**src/rtl/bus_arbiter.sv**
```systemverilog
// Round-robin arbiter and drive-enable sequencer for a shared tri-state bus.
// Grants one source at a time. Inserts a mandatory one-cycle dead slot
// between owners. Caps any single tenure at MAX_HOLD cycles.
module bus_arbiter #(
  parameter int N        = 4,
  parameter int MAX_HOLD = 8
) (
  input  logic                 CLK,
  input  logic                 RST_N,
  input  logic [N-1:0]         REQ,
  output logic [N-1:0]         GNT,
  output logic [N-1:0]         BUS_EN,
  output logic [$clog2(N)-1:0] OWNER,
  output logic                 BUSY
);

  localparam int OW = $clog2(N);
  localparam int CW = $clog2(MAX_HOLD + 1);

  localparam logic [1:0] S_IDLE = 2'd0;
  localparam logic [1:0] S_OWN  = 2'd1;
  localparam logic [1:0] S_TURN = 2'd2;

  logic [1:0]    state;
  logic [CW-1:0] cnt;
  logic [OW-1:0] last;
  logic [N-1:0]  gnt_q;
  logic [OW-1:0] owner_q;
  logic          busy_q;

  logic          win_found;
  logic [OW-1:0] win_idx;
  logic          hold_done;
  logic          release_now;

  // Round-robin search: first requester after the previous owner, wrapping
  // so that the previous owner itself is examined last.
  always_comb begin
    // NOTE: every signal written here gets a default first; otherwise a path
    // that skips the assignment would infer a latch.
    win_found = 1'b0;
    win_idx   = '0;
    for (int k = 1; k <= N; k++) begin
      if (!win_found && REQ[(int'(last) + k) % N]) begin
        win_found = 1'b1;
        win_idx   = OW'((int'(last) + k) % N);
      end
    end
  end

  // Tenure ends when the owner lets go or has used its full allowance.
  assign hold_done   = (cnt == CW'(MAX_HOLD));
  assign release_now = !REQ[owner_q] || hold_done;

  // Ownership state machine; all outputs are taken straight from flops.
  always_ff @(posedge CLK or negedge RST_N) begin
    // NOTE: state is updated with non-blocking assignments so every flop
    // samples pre-edge values regardless of statement order.
    if (!RST_N) begin
      state   <= S_IDLE;
      cnt     <= '0;
      last    <= OW'(N - 1);
      gnt_q   <= '0;
      owner_q <= '0;
      busy_q  <= 1'b0;
    end else begin
      case (state)
        // Idle and the dead cycle both arbitrate the same way; they differ
        // only in whether BUSY was high while sitting in them.
        S_IDLE, S_TURN: begin
          if (win_found) begin
            state   <= S_OWN;
            gnt_q   <= N'(1) << win_idx;
            owner_q <= win_idx;
            cnt     <= CW'(1);
            busy_q  <= 1'b1;
          end else begin
            state   <= S_IDLE;
            gnt_q   <= '0;
            cnt     <= '0;
            busy_q  <= 1'b0;
          end
        end
        S_OWN: begin
          if (release_now) begin
            state  <= S_TURN;
            gnt_q  <= '0;
            last   <= owner_q;
            cnt    <= '0;
            busy_q <= 1'b1;
          end else begin
            cnt    <= cnt + CW'(1);
          end
        end
        default: begin
          state  <= S_IDLE;
          gnt_q  <= '0;
          cnt    <= '0;
          busy_q <= 1'b0;
        end
      endcase
    end
  end

  // Drive enables are the grant flops themselves, so they can never diverge.
  assign GNT    = gnt_q;
  assign BUS_EN = gnt_q;
  assign OWNER  = owner_q;
  assign BUSY   = busy_q;

endmodule

```
**config.mk**
```make
export PLATFORM = sky130hd
export DESIGN_NAME = bus_arbiter
export DESIGN_NICKNAME = d
export VERILOG_FILES = /design/src/rtl/bus_arbiter.sv
export SDC_FILE = /design/constraint.sdc
export NUM_CORES = 1
export LEC_CHECK = 0
export ABC_AREA = 1
export CORE_UTILIZATION = 35
export CTS_CLUSTER_DIAMETER = 60
export DETAILED_ROUTE_END_ITERATION = 8
export SLEW_MARGIN = 0
export SYNTH_ARGS = -nofsm -noshare
export SYNTH_HDL_FRONTEND = slang
export SYNTH_SLANG_ARGS = --single-unit
```
**constraint.sdc**
```tcl
create_clock -name CLK -period 1.7 [get_ports CLK]
set_input_delay 0.34 -clock CLK [delete_from_list [all_inputs] [get_ports CLK]]
set_output_delay 0.34 -clock CLK [all_outputs]
set_load 0.02 [all_outputs]
```
# After elaboration in Yosys (flattened, before gate mapping)
# Cells that the tools add are included.
# totals
register_bits,15
input_bits,6
wordCells,75
# op_classes
n_addsub,5
order_cmp,5
n_eq_ne,4
shift,1
mux,34
bitwise,4
n_reduce_logical,16
# ops
op,n
two-way mux 1 bit,17
less-than comparator 3 x 4 -> 1 bit (second input constant),4
case mux 4 bit (2 select lines),2
two-way mux 4 bit,3
binary-select mux 1 bit (select 2 bit),5
two-way mux 2 bit,5
OR reduction 2 bit,5
adder 2 x 1 -> 2 bit (second input constant),2
adder 2 bit (second input constant),2
adder 4 x 1 -> 4 bit (second input constant),1
bitwise AND 1 bit (first input constant),4
== test 4 bit (second input constant),1
zero test 1 bit,4
case mux 2 bit (2 select lines),1
AND reduction 2 bit,2
left shift 1 x 2 -> 4 bit (first input constant),1
logical AND 1 bit,3
less-than comparator 2 x 3 -> 1 bit (second input constant),1
== test 2 x 1 -> 1 bit (second input constant),1
== test 2 bit (second input constant),1
zero test 2 bit,1
!= test 2 bit (second input constant),1
case mux 1 bit (2 select lines),1
logical OR 1 bit,1

# Depth between registers and ports, before layout
# Gate-level depths: netlist (run 1).
# depth
depth_word,19
ltp_mapped,12

# Least setup slack after synthesis (run 1)
# Ideal clock, no wire load.
# synth_timing
path_kind,reg-to-reg
startpoint,reg last[1]
endpoint,reg owner_q[1] (netlist: OWNER[1])
t_arrival_ns,1.428
required_time_ns,1.582
setup_slack_ns,0.153
path_stages_with_launch,13
path_buffers,1
synth_period_minus_slack_ns,1.547
cell_sequence,dfstp_2 -> buf_4 -> inv_4 -> nand2_2 -> nand2_4 -> nand2_4 -> nand2_4 -> nor2_8 -> nand3b_4 -> nand2_4 -> inv_2 -> nand2_1 -> o21ai_2
# synth_between
elab_chain_len,15
elab_cells_between_ends,31
# synth_lines
element,line_no,text
start: declaration,26,logic [OW-1:0] last;
start signal: assignment,62,last <= OW'(N - 1);
start signal: assignment,88,last <= owner_q;
adder 2 x 1 -> 2 bit,"44, 46",
binary-select mux 1 bit (select 2 bit),44,if (!win_found && REQ[(int'(last) + k) % N]) begin
two-way mux 1 bit (not written as such) (2 in a row),44,
two-way mux 1 bit,44,
zero test 1 bit,44,
logical AND 1 bit,44,
two-way mux 1 bit,44,
zero test 1 bit,44,
logical AND 1 bit,44,
two-way mux 1 bit,44,
zero test 1 bit,44,
logical AND 1 bit,44,
two-way mux 1 bit,44,
AND reduction 2 bit (no source line),n/a,
end signal: assignment,74,owner_q <= win_idx;
end: declaration,28,logic [OW-1:0] owner_q;
# Several ways; a longest one is shown, not always the timed one. The select of a mux whose other input is x is not followed.
# A chain may end at the register's enable or synchronous reset.

# Worst setup path after layout (run 1)
# layout_timing
startpoint,reg gnt_q[2] (netlist: BUS_EN[2])
endpoint,out GNT[2]
# layout_rtl
element,line_no,text
start: declaration,27,logic [N-1:0] gnt_q;
start signal: assignment,73,gnt_q <= N'(1) << win_idx;
end: declaration,11,"output logic [N-1:0] GNT,"
# No word-level cell between the ends.

==> metrics.log, run 1 <==
INFO  metric syn_nets = 153
INFO  metric tritoncts_clock_tree = done
INFO  metric setup.worst_path.class = reg -> out
INFO  metric stdcell_area = 1390 um^2
INFO  metric critical-path-max-stage-delay = 0.62 ns
INFO  metric die_w = 58.4 um
INFO  metric seqPwrFrac = 23.1%
INFO  metric htreeDepth = 1
INFO  metric maximum_number_of_pins_on_one_net_before_global_route_repair = 16
INFO  metric cellPowerDensity = 1950 nW/um^2
INFO  metric power.total = 2.71 mW
INFO  metric final.fill_count = 308
INFO  metric max_freq = 615 MHz
INFO  metric critical_path_buf_inv_count = 1
INFO  metric setup.worst_path.start_class = flip-flop
INFO  metric worstPathArrival = 1.29 ns
INFO  metric io_pins = 17
INFO  metric report.final.slew_viol_count = 0
INFO  metric place_area = 1330 um^2
INFO  metric cp_data_required_time = 1.36 ns
INFO  metric floorplan.die.height = 58.4 um
INFO  metric period_minus_slack = 1.63 ns
INFO  metric rr_worst_depth = 11
INFO  metric ff2ff_setup_slack = 0.08 ns
INFO  metric power.ir.vdd_worst = 0.00105 V
INFO  metric worst_clock_skew = 0.00214 ns
INFO  metric row_count = 20
INFO  metric combPwrFrac = 69.7%
INFO  metric yosysSeqAreaShare = 33.9%
INFO  metric drc_violations_left = 0
INFO  metric hold_path.class = in -> async
INFO  metric finalSetupTns = 0 ns
INFO  metric timing.max_slew.rel_slack = 85.1%
INFO  metric setup_viol = 0
INFO  metric post_dp_hpwl = 1770 um
INFO  metric areaGrowthSynthToFinish = 24.6%
INFO  metric path_cells = clkdlybuf4s50_1
INFO  metric postCtsHoldBufs = 0
INFO  metric antenna_found_initial = 0
INFO  metric critical_path.slowest_cell = sky130_fd_sc_hd__clkdlybuf4s50_1
INFO  metric cts_made_buffers = 3
INFO  metric antenna_cells_inserted = 0
INFO  metric worstMarginPinSlew = 0.223 ns
INFO  metric globalplace.congestion = 0.893
INFO  metric finalHoldViolations = 0
INFO  metric antenna_violating_nets_post_route = 0
INFO  metric setup_repair_after_global_routing_missed_its_margin = true
INFO  metric p_leak = 0.727 nW
INFO  metric critical_path.top_delay_family = buffers and inverters
INFO  metric detailedRoute.firstIterationViolations = 20
INFO  metric post_drt_wl_per_cell = 10.4 um
INFO  metric clock-sinks = 15
INFO  metric power_frac_clock = 7.2%
INFO  metric grtUsageTotal = 13.9%
INFO  metric rr_startpoint = last[1]
INFO  metric fin_hold_ws = 0.366 ns
INFO  metric core_area = 3030 um^2
INFO  metric total_switching_power = 1.38 mW
INFO  metric detailroute.via_count = 956
INFO  metric avgViaCountPerCell = 4.53
INFO  metric final.period_utilization = 95.7%
INFO  metric crit_path_max_fanout = 3
INFO  metric clk_latency = 0.28 ns
INFO  metric synthesis.instances = 145
INFO  metric power.share.switching = 51.0%
INFO  metric grt-ovfl-total = 0
INFO  metric max-cap-violations = 0
INFO  metric number_of_global_route_vias_before_repair = 885
INFO  metric cell_area_synth = 1110 um^2
INFO  metric area_occupied_by_multi_input_gates = 611 um^2
INFO  metric sequential_cell_area = 378 um^2
INFO  metric die_area = 3410 um^2
INFO  metric end_kind = primary output
INFO  metric layout-drive-gt1-share = 30.5%
INFO  metric wire_length_of_the_first_global_routing_pass = 3660 um
INFO  metric totalWireLength = 2190 um
INFO  metric root_buffer = sky130_fd_sc_hd__clkbuf_4
INFO  metric reg2reg_to = OWNER[1]
INFO  metric p_int = 1.33 mW
INFO  metric cts_buffer_depth = 2
INFO  metric count_of_distinct_cell_types_in_the_synthesized_netlist = 28
INFO  metric numPortBuffers = 16
INFO  metric finalNetCount = 176
INFO  metric cts.clk_slew.worst_paths = 0.09 ns
INFO  metric starting_density_of_the_core = 36.8%
INFO  metric outcome = completed
INFO  metric firstDrtPassIters = 4
INFO  metric critical_path_cell_count = 1
INFO  metric synth.avg_cell_area = 7.69 um^2
INFO  metric synth_seq_cells = 15
INFO  metric yosysWarningCount = 0
-- through the flow --
stage,setup slack (ns),instances,utilization (%)
global placement,-0.108,205,43.8
CTS,0.00554,209,44.7
global route,-0.0479,211,45.9
floorplan,0.153,145,-
finish,0.0737,211,45.9
detailed placement,-0.115,205,43.8
-- cells in the mapped netlist --
library cell | number | area (um^2)
sky130_fd_sc_hd__nand4_2 | 1 | 12.5
sky130_fd_sc_hd__nor2_1 | 7 | 26.3
sky130_fd_sc_hd__inv_4 | 1 | 6.26
sky130_fd_sc_hd__nor2_8 | 1 | 20.0
sky130_fd_sc_hd__o21ai_2 | 2 | 17.5
sky130_fd_sc_hd__nand3_1 | 12 | 60.1
sky130_fd_sc_hd__dfstp_2 | 2 | 52.6
sky130_fd_sc_hd__ha_1 | 2 | 25.0
sky130_fd_sc_hd__inv_1 | 16 | 60.1
sky130_fd_sc_hd__nand2_2 | 13 | 81.3
sky130_fd_sc_hd__nor2_2 | 2 | 12.5
sky130_fd_sc_hd__nand4_1 | 2 | 12.5
sky130_fd_sc_hd__o21ai_1 | 2 | 10.0
sky130_fd_sc_hd__nand3b_1 | 1 | 7.51
sky130_fd_sc_hd__dfrtp_1 | 13 | 325
sky130_fd_sc_hd__buf_4 | 6 | 45.0
sky130_fd_sc_hd__inv_2 | 4 | 15.0
sky130_fd_sc_hd__buf_6 | 1 | 11.3
sky130_fd_sc_hd__xnor2_1 | 1 | 8.76
sky130_fd_sc_hd__clkinv_1 | 1 | 3.75
sky130_fd_sc_hd__nand3_2 | 4 | 40.0
sky130_fd_sc_hd__o21ai_0 | 3 | 15.0
sky130_fd_sc_hd__a21boi_1 | 1 | 7.51
sky130_fd_sc_hd__nand3b_4 | 1 | 20.0
sky130_fd_sc_hd__nand2_4 | 5 | 56.3
sky130_fd_sc_hd__xor2_1 | 1 | 8.76
sky130_fd_sc_hd__a21oi_1 | 3 | 15.0
sky130_fd_sc_hd__nand2_1 | 37 | 139
-- layout make-up --
| cell class | count | area share, % |
|---|---|---|
| clock buffers | 3 | 1.62 |
| clock inverters | 1 | 0.360 |
| inverters | 22 | 6.31 |
| multi-input cells | 101 | 44.0 |
| flip-flops and latches | 15 | 27.2 |
| well taps | 44 | 3.96 |
| repair buffers | 25 | 16.6 |
-- cell families after synthesis --
family / Yosys count / synth area share [%]
simple gates: 86 / 43.8
buf+inv: 29 / 12.7
xor+xnor: 2 / 1.57
compound gates: 11 / 5.84
fa+ha+maj: 2 / 2.24
flops: 15 / 33.9
-- cells in the final DEF, fill, tap and decap left out, drive strengths merged --
cell,n
xor2,1
nand3b,2
clkinv,2
ha,2
dfstp,2
a21boi,1
nor2,10
o21ai,7
clkbuf,3
xnor2,1
inv,21
nand3,16
nand4,3
a21oi,3
nand2,55
clkdlybuf4s50,15
buf,9
dlymetal6s2s,1
dfrtp,13
-- sequential cells by signal, indices dropped and copies added (netlist names) --
register	cells
state	2
BUS_EN	4
BUSY	1
cnt	4
last	2
OWNER	2
-- how the worst max path moves through the flow --
stage	from	endpoint	slack [ns]
after CTS	OWNER[0]	OWNER[0]	0.006
after detailed placement	REQ[2]	OWNER[1]	-0.12
final	BUS_EN[2]	GNT[2]	0.07
after floorplan	last[1]	OWNER[1]	0.15
after global routing	last[0]	BUS_EN[2]	-0.05
after global placement	REQ[2]	OWNER[1]	-0.11
-- power groups by stage --
stage / Sequential (mW) / Clock, mW / Combinational [mW]
4_1_cts: 0.632 / 0.207 / 1.84
6_report: 0.626 / 0.196 / 1.89
3_3_place_gp: 0.631 / 0 / 1.79
2_1_floorplan: 0.656 / 0 / 1.37
5_1_grt: 0.638 / 0.231 / 2.11
3_5_place_dp: 0.638 / 0 / 1.83
-- routing by layer --
metal  track usage, %  part of all wire (%)  wire length, um
met5                0                     0                0
met4             5.10                   1.9               41
met3             1.54                   2.6               57
met2             26.3                    51             1120
met1             16.2                    44              969
-- timing repair --
action	CTS	global route
buffers inserted	0	2
setup endpoints to repair	0	7
gates resized for setup	0	6
endpoints found under the hold margin	0	0
Power figures use the tool's default switching activity.
==> run 2, diff against run 1 <==
Settings changed: CORE_MARGIN set to 1.5.
==> metrics.log, run 2 (synthesis results as in run 1) <==
INFO  metric io_pins = 17
INFO  metric p_leak = 0.737 nW
INFO  metric power.total = 2.77 mW
INFO  metric cp_data_required_time = 1.87 ns
INFO  metric finalHoldViolations = 0
INFO  metric power.ir.vdd_worst = 0.000793 V
INFO  metric period_minus_slack = 1.67 ns
INFO  metric setup_repair_after_global_routing_missed_its_margin = true
INFO  metric setup.worst_path.class = reg -> reg
INFO  metric row_count = 20
INFO  metric areaGrowthSynthToFinish = 26.9%
INFO  metric max-cap-violations = 0
INFO  metric worst_clock_skew = 0.00872 ns
INFO  metric post_dp_hpwl = 1670 um
INFO  metric layout-drive-gt1-share = 34.7%
INFO  metric number_of_global_route_vias_before_repair = 882
INFO  metric fin_hold_ws = 0.360 ns
INFO  metric starting_density_of_the_core = 36.8%
INFO  metric clock-sinks = 15
INFO  metric antenna_cells_inserted = 0
INFO  metric antenna_found_initial = 0
INFO  metric tritoncts_clock_tree = done
INFO  metric rr_startpoint = last[0]
INFO  metric root_buffer = sky130_fd_sc_hd__clkbuf_4
INFO  metric antenna_violating_nets_post_route = 0
INFO  metric timing.max_slew.rel_slack = 85.0%
INFO  metric detailroute.via_count = 962
INFO  metric hold_path.class = in -> async
INFO  metric setup_viol = 0
INFO  metric stdcell_area = 1420 um^2
INFO  metric report.final.slew_viol_count = 0
INFO  metric die_area = 3530 um^2
INFO  metric ff2ff_setup_slack = 0.03 ns
INFO  metric most-common-layout-cells = 33 x sky130_fd_sc_hd__nand2_1, 15 x sky130_fd_sc_hd__inv_1, 15 x sky130_fd_sc_hd__nand2_2, 15 x sky130_fd_sc_hd__clkdlybuf4s50_1, 13 x sky130_fd_sc_hd__dfrtp_1
INFO  metric totalWireLength = 2180 um
INFO  metric worstPathArrival = 1.85 ns
INFO  metric wire_length_of_the_first_global_routing_pass = 3510 um
INFO  metric finalSetupTns = 0 ns
INFO  metric most_common_library_cell_in_the_layout_ignoring_fill_and_taps = sky130_fd_sc_hd__nand2_1
INFO  metric firstDrtPassIters = 4
INFO  metric place_area = 1320 um^2
INFO  metric final.period_utilization = 98.3%
INFO  metric grtUsageTotal = 12.9%
INFO  metric cts_made_buffers = 3
INFO  metric rr_worst_depth = 11
INFO  metric cellPowerDensity = 1960 nW/um^2
INFO  metric core_area = 3030 um^2
INFO  metric cts.clk_slew.worst_paths = 0.09 ns
INFO  metric maximum_number_of_pins_on_one_net_before_global_route_repair = 16
INFO  metric outcome = completed
INFO  metric drc_violations_left = 0
INFO  metric htreeDepth = 1
INFO  metric crit_path_max_fanout = 6
INFO  metric numPortBuffers = 16
INFO  metric worstMarginPinSlew = 0.224 ns
INFO  metric die_w = 59.4 um
INFO  metric postCtsHoldBufs = 0
INFO  metric finalNetCount = 176
INFO  metric detailedRoute.firstIterationViolations = 28
INFO  metric max_freq = 599 MHz
INFO  metric post_drt_wl_per_cell = 10.3 um
INFO  metric final.fill_count = 294
INFO  metric grt_util_met3 = 1.75%
INFO  metric setup.worst_path.start_class = flip-flop
INFO  metric gr-max-usage-layer = met2
INFO  metric floorplan.die.height = 59.4 um
INFO  metric clk_latency = 0.28 ns
INFO  metric reg2reg_to = BUS_EN[1]
INFO  metric cts_buffer_depth = 2
INFO  metric grt_use_met2 = 22.4%
INFO  metric globalplace.congestion = 0.806
INFO  metric end_kind = flip-flop
INFO  metric global_routing_met1_resource_utilization = 15.7%
INFO  metric grt-ovfl-total = 0
INFO  metric avgViaCountPerCell = 4.56
==> run 2: cell counts in the layout (fill, tap and decap cells not counted) <==
No cell type changed its count.
==> run 2: final cells by class <==
class / count / area [um^2] / area share, %
inverters: 22 / 90.1 / 6.37
clock buffers: 3 / 22.5 / 1.59
clock inverters: 1 / 5.00 / 0.354
repair buffers: 25 / 234 / 16.5
flip-flops and latches: 15 / 378 / 26.7
multi-input cells: 101 / 631 / 44.6
well taps: 44 / 55.1 / 3.89
==> run 2: how the worst max path moves through the flow <==
stage | start | to | slack, ns | depth (start not counted)
global placement | REQ[0] | OWNER[1] | -0.1 | 11
finish | last[0] | BUS_EN[1] | 0.03 | 11
floorplan | last[1] | OWNER[1] | 0.15 | 12
global route | last[0] | BUS_EN[0] | -0.07 | 11
CTS | OWNER[0] | OWNER[0] | 0.001 | 1
detailed placement | REQ[0] | BUS_EN[2] | -0.14 | 12
==> run 2: timing repair <==
action,CTS,global route
gates resized for setup,1,17
pin swaps,0,6
setup buffers,1,2
endpoints found under the setup margin,5,7
==> run 2: worst max-delay path, cell delays in order, from the launching register on <==
cell and delay, ns:
sky130_fd_sc_hd__dfstp_2 0.60, sky130_fd_sc_hd__clkinv_4 0.10, sky130_fd_sc_hd__nand2_2 0.07, sky130_fd_sc_hd__nand2_2 0.08, sky130_fd_sc_hd__nand2_4 0.09, sky130_fd_sc_hd__nand2_4 0.08
sky130_fd_sc_hd__nor2_8 0.16, sky130_fd_sc_hd__nand4_2 0.09, sky130_fd_sc_hd__nand2_2 0.13, sky130_fd_sc_hd__nor2_1 0.05, sky130_fd_sc_hd__nand2_1 0.05, sky130_fd_sc_hd__nand2_1 0.04
==> run 2: power by group <==
| group | switching [mW] | leakage [nW] | internal (mW) |
|---|---|---|---|
| clock network | 0.110 | 0.0177 | 0.0873 |
| registers | 0.120 | 0.188 | 0.510 |
| logic | 1.18 | 0.532 | 0.759 |
==> run 2: metrics by stage <==
stage | cells | setup WS, ns | util [%]
2_1_floorplan | 145 | 0.153 | -
3_3_place_gp | 204 | -0.0979 | 43.6
3_5_place_dp | 204 | -0.135 | 43.6
4_1_cts | 209 | 0.00116 | 44.8
5_1_grt | 211 | -0.0722 | 46.7
6_report | 211 | 0.0293 | 46.7
==> run 2: per-layer routing <==
metal | share of wire (%) | wire length [um] | vias up
met2 | 49 | 1080 | 17
met4 | 2.2 | 47 | 0
met3 | 2.9 | 63 | 6
li1 | - | - | 493
met5 | 0 | 0 | -
met1 | 46 | 994 | 446
